## src/rtl/fifo_pkt_sched.sv

```systemverilog
// rtl/fifo_pkt_sched.sv - round-robin whole-packet writer into a shared FIFO
// Optional packet/abort counters are built when FIFO_PKT_SCHED_STATS_EN is defined.
module fifo_pkt_sched #(
  parameter int NUM_CH       = 4,
  parameter int CH_BITS      = 2,
  parameter int PKT_LEN      = 256,
  parameter int DEPTH        = 4096,
  parameter int FLUSH_CYCLES = 4
) (
  input  logic                 clock,
  input  logic                 reset_n,
  input  logic [NUM_CH-1:0]    ch_pkt_rdy,
  input  logic [16*NUM_CH-1:0] ch_data,
  output logic [NUM_CH-1:0]    ch_rd,
  input  logic                 flush,
  output logic [17:0]          fifo_data,
  output logic                 fifo_wrreq,
  input  logic                 fifo_wrfull,
  input  logic [11:0]          fifo_wrusedw,
  output logic                 fifo_aclr,
  output logic                 busy,
  output logic [CH_BITS-1:0]   cur_ch
`ifdef FIFO_PKT_SCHED_STATS_EN
  ,
  output logic [15:0]          pkt_cnt,
  output logic [7:0]           abort_cnt
`endif
);

  localparam int CNT_W = $clog2(PKT_LEN);
  localparam int FL_W  = (FLUSH_CYCLES > 1) ? $clog2(FLUSH_CYCLES) : 1;
  localparam logic [12:0] SPACE_MAX = 13'(DEPTH - PKT_LEN - 1);
  localparam logic [CNT_W-1:0] CNT_LAST = CNT_W'(PKT_LEN - 1);
  localparam logic [FL_W-1:0]  FL_LAST  = FL_W'(FLUSH_CYCLES - 1);

  typedef enum logic [1:0] {IDLE = 2'd0, XFER = 2'd1, FLUSH = 2'd2} state_t;

  state_t             state, state_nxt;
  logic [CNT_W-1:0]   cnt;
  logic [FL_W-1:0]    fl_cnt;
  logic               space_ok;
  logic               grant_vld;
  logic               grant_go;
  logic [CH_BITS-1:0] grant_ch;
  logic               rd_en;
  logic [15:0]        sel_data;

  assign space_ok = !fifo_wrfull && ({1'b0, fifo_wrusedw} <= SPACE_MAX);
  assign grant_go = !flush && space_ok && grant_vld;

  // Scan from the farthest offset down so the nearest ready channel after cur_ch wins.
  always_comb begin
    grant_vld = 1'b0;
    grant_ch  = cur_ch;
    for (int i = NUM_CH; i >= 1; i--) begin
      if (ch_pkt_rdy[(int'(cur_ch) + i) % NUM_CH]) begin
        grant_vld = 1'b1;
        grant_ch  = CH_BITS'((int'(cur_ch) + i) % NUM_CH);
      end
    end
  end

  always_comb begin
    sel_data = '0;
    for (int i = 0; i < NUM_CH; i++) begin
      if (cur_ch == CH_BITS'(i)) sel_data = ch_data[16*i +: 16];
    end
  end

  always_ff @(posedge clock or negedge reset_n) begin
    if (!reset_n) state <= IDLE;
    else          state <= state_nxt;
  end

  always_comb begin
    state_nxt = state;
    case (state)
      IDLE: begin
        if (flush)         state_nxt = FLUSH;
        else if (grant_go) state_nxt = XFER;
      end
      XFER: begin
        if (flush)                          state_nxt = FLUSH;
        else if (rd_en && cnt == CNT_LAST)  state_nxt = IDLE;
      end
      FLUSH: begin
        if (fl_cnt == FL_LAST) state_nxt = IDLE;
      end
      default: state_nxt = IDLE;
    endcase
  end

  // Pop is combinational so a full flag or flush stops the channel in the same cycle.
  always_comb begin
    rd_en = (state == XFER) && !fifo_wrfull && !flush;
    busy  = (state != IDLE);
    ch_rd = '0;
    for (int i = 0; i < NUM_CH; i++) begin
      ch_rd[i] = rd_en && (cur_ch == CH_BITS'(i));
    end
  end

  always_ff @(posedge clock or negedge reset_n) begin
    if (!reset_n) begin
      cur_ch     <= CH_BITS'(NUM_CH - 1);
      cnt        <= '0;
      fl_cnt     <= '0;
      fifo_wrreq <= 1'b0;
      fifo_data  <= '0;
      fifo_aclr  <= 1'b0;
    end else begin
      fifo_wrreq <= rd_en;
      // Registered so the asynchronous clear into the FIFO never glitches.
      fifo_aclr  <= (state_nxt == FLUSH);
      if (rd_en) begin
        fifo_data <= {cnt == CNT_LAST, cnt == '0, sel_data};
        cnt       <= cnt + 1'b1;
      end
      if (state == IDLE && grant_go) begin
        cur_ch <= grant_ch;
        cnt    <= '0;
      end
      if (state == FLUSH) fl_cnt <= fl_cnt + 1'b1;
      else                fl_cnt <= '0;
    end
  end

`ifdef FIFO_PKT_SCHED_STATS_EN
  always_ff @(posedge clock or negedge reset_n) begin
    if (!reset_n) begin
      pkt_cnt   <= '0;
      abort_cnt <= '0;
    end else begin
      if (fifo_wrreq && fifo_data[17]) pkt_cnt <= pkt_cnt + 1'b1;
      if (state == XFER && state_nxt == FLUSH && abort_cnt != 8'hFF)
        abort_cnt <= abort_cnt + 1'b1;
    end
  end
`endif

endmodule
```

## config.mk

```make
export PLATFORM = sky130hd
export DESIGN_NAME = fifo_pkt_sched
export DESIGN_NICKNAME = d
export VERILOG_FILES = /design/src/rtl/fifo_pkt_sched.sv
export SDC_FILE = /design/constraint.sdc
export NUM_CORES = 1
export LEC_CHECK = 0
export ABC_AREA = 1
export BUFFER_PORTS_ARGS = -buffer_cell sky130_fd_sc_hd__buf_2
export CAP_MARGIN = 10
export CORE_AREA = 3 3 88 65
export DETAILED_ROUTE_END_ITERATION = 12
export DIE_AREA = 0 0 91 68
export PLACE_DENSITY = 0.9
export SYNTH_ARGS = -nofsm -noshare
export SYNTH_HDL_FRONTEND = slang
export SYNTH_SLANG_ARGS = --single-unit
export TNS_END_PERCENT = 30
```

## constraint.sdc

```tcl
create_clock -name clock -period 2.06 [get_ports clock]
set_input_delay 0 -clock clock [delete_from_list [all_inputs] [get_ports clock]]
set_output_delay 0 -clock clock [all_outputs]
set_load 0.01 [all_outputs]
```

==> impl_metrics.json <==
{
  "finClkSkew_ps": 11.1,
  "row_count": 21,
  "drt.antenna.violating_nets": 0,
  "grt_max_degree": 35,
  "ctsRootBufferMaster": "sky130_fd_sc_hd__clkbuf_8",
  "fmaxAchievable_mhz": 515,
  "io_buffers": 102,
  "total_neg_setup_slack_ps": 0,
  "combinational_family_with_the_most_area_after_synthesis": "simple AND/OR/NAND/NOR gates",
  "clk_latency_worst_skew_pair_ps": 290,
  "final_period_minus_worst_setup_slack_ps": 1940,
  "cts.repair_timing.setup_buffer_count": 0,
  "timing.critical_path.to_type": "output pin",
  "clkSlewWorstSetupHoldPaths_ps": 80,
  "status": "finished clean",
  "yosys-top-cells-area": "sky130_fd_sc_hd__dfrtp_1 35%, sky130_fd_sc_hd__nand2_1 14%, sky130_fd_sc_hd__nand3_1 10%",
  "detailroute.via_count": 2668,
  "synthesis.area_per_instance_um2": 7.45,
  "distinct_cells_synth": 34,
  "tightest_slew_ps": 751,
  "pin_count": 111,
  "cts-htree-levels": 2,
  "fill_cells": 396,
  "drt_iter0_drc": 221,
  "grt-ovfl-total": 0,
  "synth_simple_gate_area_share": 0.376,
  "die_area_mm2": 0.00619,
  "finalHoldViolCount": 0,
  "ys_async_sr_fraction": 1.00,
  "cts.path.max_buffers": 2,
  "die_height_um": 68,
  "viasPerCell": 5.29,
  "grt_use_total": 0.227,
  "max_slew_violation_count": 0,
  "maxCapViolations": 0,
  "ys_seq_elements": 34,
  "total_leakage_power_nw": 1.75,
  "powerDensity_mw_per_mm2": 1080,
  "critPathMaxFanout": 17,
  "num_antenna_cells": 0,
  "nets": 525,
  "floorplan.initialDensity": 0.467,
  "routed_wl_mm": 7.12,
  "wl_per_cell_um": 14.1,
  "post-route-period-util": 0.942,
  "grt_pass1_wl_mm": 11.3,
  "critical_path.startpoint_type": "flip-flop",
  "total_power_mw": 3.50,
  "post_synth_edffs": 0,
  "area.growth.synth_to_final_pct": 44.0,
  "ys.warnings.count": 0,
  "synth.yosys.seq_area_share": 0.378,
  "vias_in_the_first_global_route": 2413,
  "synthesis.area_mm2": 0.00226,
  "detailed_place_hpwl_mm": 4.68,
  "irDropWorstVdd_mv": 0.606,
  "most_used_standard_cell_by_instance_count_after_synthesis": "sky130_fd_sc_hd__nand2_1",
  "tritoncts_clock_tree": "built",
  "die_width_um": 91,
  "compound_cell_area_share_of_the_yosys_netlist": 0.118,
  "post_synth_xor_area_fraction": 0.00388,
  "post_route_cells_drive_above_1_share": 0.329,
  "clock-sinks": 34,
  "max-slew-margin-rel": 0.499,
  "post-synth-top-area-fraction": 0.355,
  "muxShareOfSynthArea": 0,
  "list_of_most_frequent_post_synthesis_cells": "83 x sky130_fd_sc_hd__nand2_1, 46 x sky130_fd_sc_hd__nand3_1, 32 x sky130_fd_sc_hd__dfrtp_1",
  "cts_made_buffers": 5,
  "synth-main-ff-cell": "sky130_fd_sc_hd__dfrtp_1",
  "initial_antenna_violation_count": 0,
  "final_weighted_congestion_in_routability_driven_placement": 0.874,
  "drt_pre_antenna_iters": 6,
  "unrepaired_setup_endpoints_after_global_routing": "false",
  "criticalPathCategory": "reg -> out",
  "synthesis.instances": 303,
  "drc": 0,
  "final_cells": 504,
  "timing.critical_path.required_ps": 2060,
  "finalSetupViolations": 0,
  "synth.largest_area_cell": "sky130_fd_sc_hd__dfrtp_1",
  "synth.net_count": 394,
  "numPlacedInstances": 464,
  "critical_path_arrival_ps": 1940,
  "hp-class": "in -> reg",
  "synthAdderAreaFrac": 0.0388,
  "coreArea_mm2": 0.00483
}
cells in the final DEF, fill, tap and decap left out, types with 2 or more instances in the layout:
cell                            instances
sky130_fd_sc_hd__dfrtp_1               32
sky130_fd_sc_hd__inv_1                 22
sky130_fd_sc_hd__dlygate4sd3_1         32
sky130_fd_sc_hd__nand2_2                8
sky130_fd_sc_hd__dfstp_2                2
sky130_fd_sc_hd__nor3_1                 2
sky130_fd_sc_hd__nor2_1                18
sky130_fd_sc_hd__o211ai_1              16
sky130_fd_sc_hd__clkbuf_8               5
sky130_fd_sc_hd__nand2_1               83
sky130_fd_sc_hd__nand3_1               46
sky130_fd_sc_hd__o22ai_1                2
sky130_fd_sc_hd__o21ai_0                3
sky130_fd_sc_hd__buf_4                  3
sky130_fd_sc_hd__nand3_2                2
sky130_fd_sc_hd__buf_2                102
sky130_fd_sc_hd__nor2_4                 2
sky130_fd_sc_hd__clkinvlp_4             3
sky130_fd_sc_hd__a21oi_1               20
sky130_fd_sc_hd__nand4_1                4
sky130_fd_sc_hd__inv_2                  2
sky130_fd_sc_hd__o21ai_1                2
sky130_fd_sc_hd__inv_4                  2
sky130_fd_sc_hd__nand2_4                4
sky130_fd_sc_hd__ha_1                   7
flip-flops by register name, summed over array words and instances (netlist names):
name        count
fl_cnt          2
fifo_wrreq      1
cur_ch          2
state           2
cnt             8
fifo_data      18
fifo_aclr       1
metal layers:
| metal | track usage | up-vias | wire [µm] |
|---|---|---|---|
| li1 | - | 1266 | - |
| met1 | 0.284 | 1226 | 3000 |
| met2 | 0.381 | 148 | 3350 |
| met3 | 0.0571 | 28 | 525 |
| met4 | 0.0940 | 0 | 247 |
| met5 | 0 | - | 0 |
where the power goes:
group	switching [mW]	internal, mW
Combinational	1.18	0.696
Sequential	0.147	0.859
Clock	0.258	0.360
kinds of logic (layout without fill, tap and decap cells):
family                   Yosys count  count (layout)
AND/OR/NAND/NOR                  175             175
XOR/XNOR                           1               1
buffers and inverters             42             174
adder cells (fa/ha/maj)            7               7
flip-flops                        34              34
AO/OA/AOI/OAI                     44              44
stage by stage:
step | area [µm²] | utilization | setup slack (ps) | hold slack, ps
after floorplan | 2260 | - | 252 | -296
after global placement | 2810 | 0.580 | 219 | 106
after detailed placement | 2810 | 0.580 | 138 | 112
after CTS | 3240 | 0.670 | 123 | 3.36
after global routing | 3250 | 0.672 | 21.8 | 13.0
final | 3250 | 0.672 | 119 | 2.60
timing repair:
action                                  in CTS  in global routing
hold buffers                                32                  0
endpoints found under the setup margin       0                  3
gates resized for setup                      0                  3
hold endpoints to repair                    48                  0
worst paths after layout:
check | endpoint | depth (start not counted) | slack [ps] | start
min in group asynchronous | fifo_data[14]$_DFFE_PN0N_ | 2 | 310 | reset_n
min reg2reg | fl_cnt[0]$_DFF_PN0_ | 1 | 430 | fl_cnt[0]$_DFF_PN0_
max | ch_rd[1] | 4 | 120 | cur_ch[0]$_DFFE_PN1P_
max in group asynchronous | cnt[4]$_DFFE_PN0P_ | 2 | 1270 | reset_n
max reg2reg | cnt[6]$_DFFE_PN0P_ | 11 | 160 | cur_ch[0]$_DFFE_PN1P_
min | fifo_data[0]$_DFFE_PN0N_ | 3 | 3 | ch_data[32]
worst max-delay path, stage by stage (launching register included):
cell,delay (ps)
sky130_fd_sc_hd__dfstp_2,650
sky130_fd_sc_hd__ha_1,250
sky130_fd_sc_hd__clkinvlp_4,330
sky130_fd_sc_hd__nor2_1,250
sky130_fd_sc_hd__buf_2,170
area by class of cell:
cell class              instances  area (µm²)  area share
multi-input cells             227        1220       0.375
flip-flops and latches         34         853       0.263
repair buffers                137         853       0.263
well taps                      69        86.3      0.0266
clock inverters                 3        45.0      0.0139
inverters                      29         125      0.0385
clock buffers                   5        68.8      0.0212
Note: power is estimated with default switching activity, not from simulation.
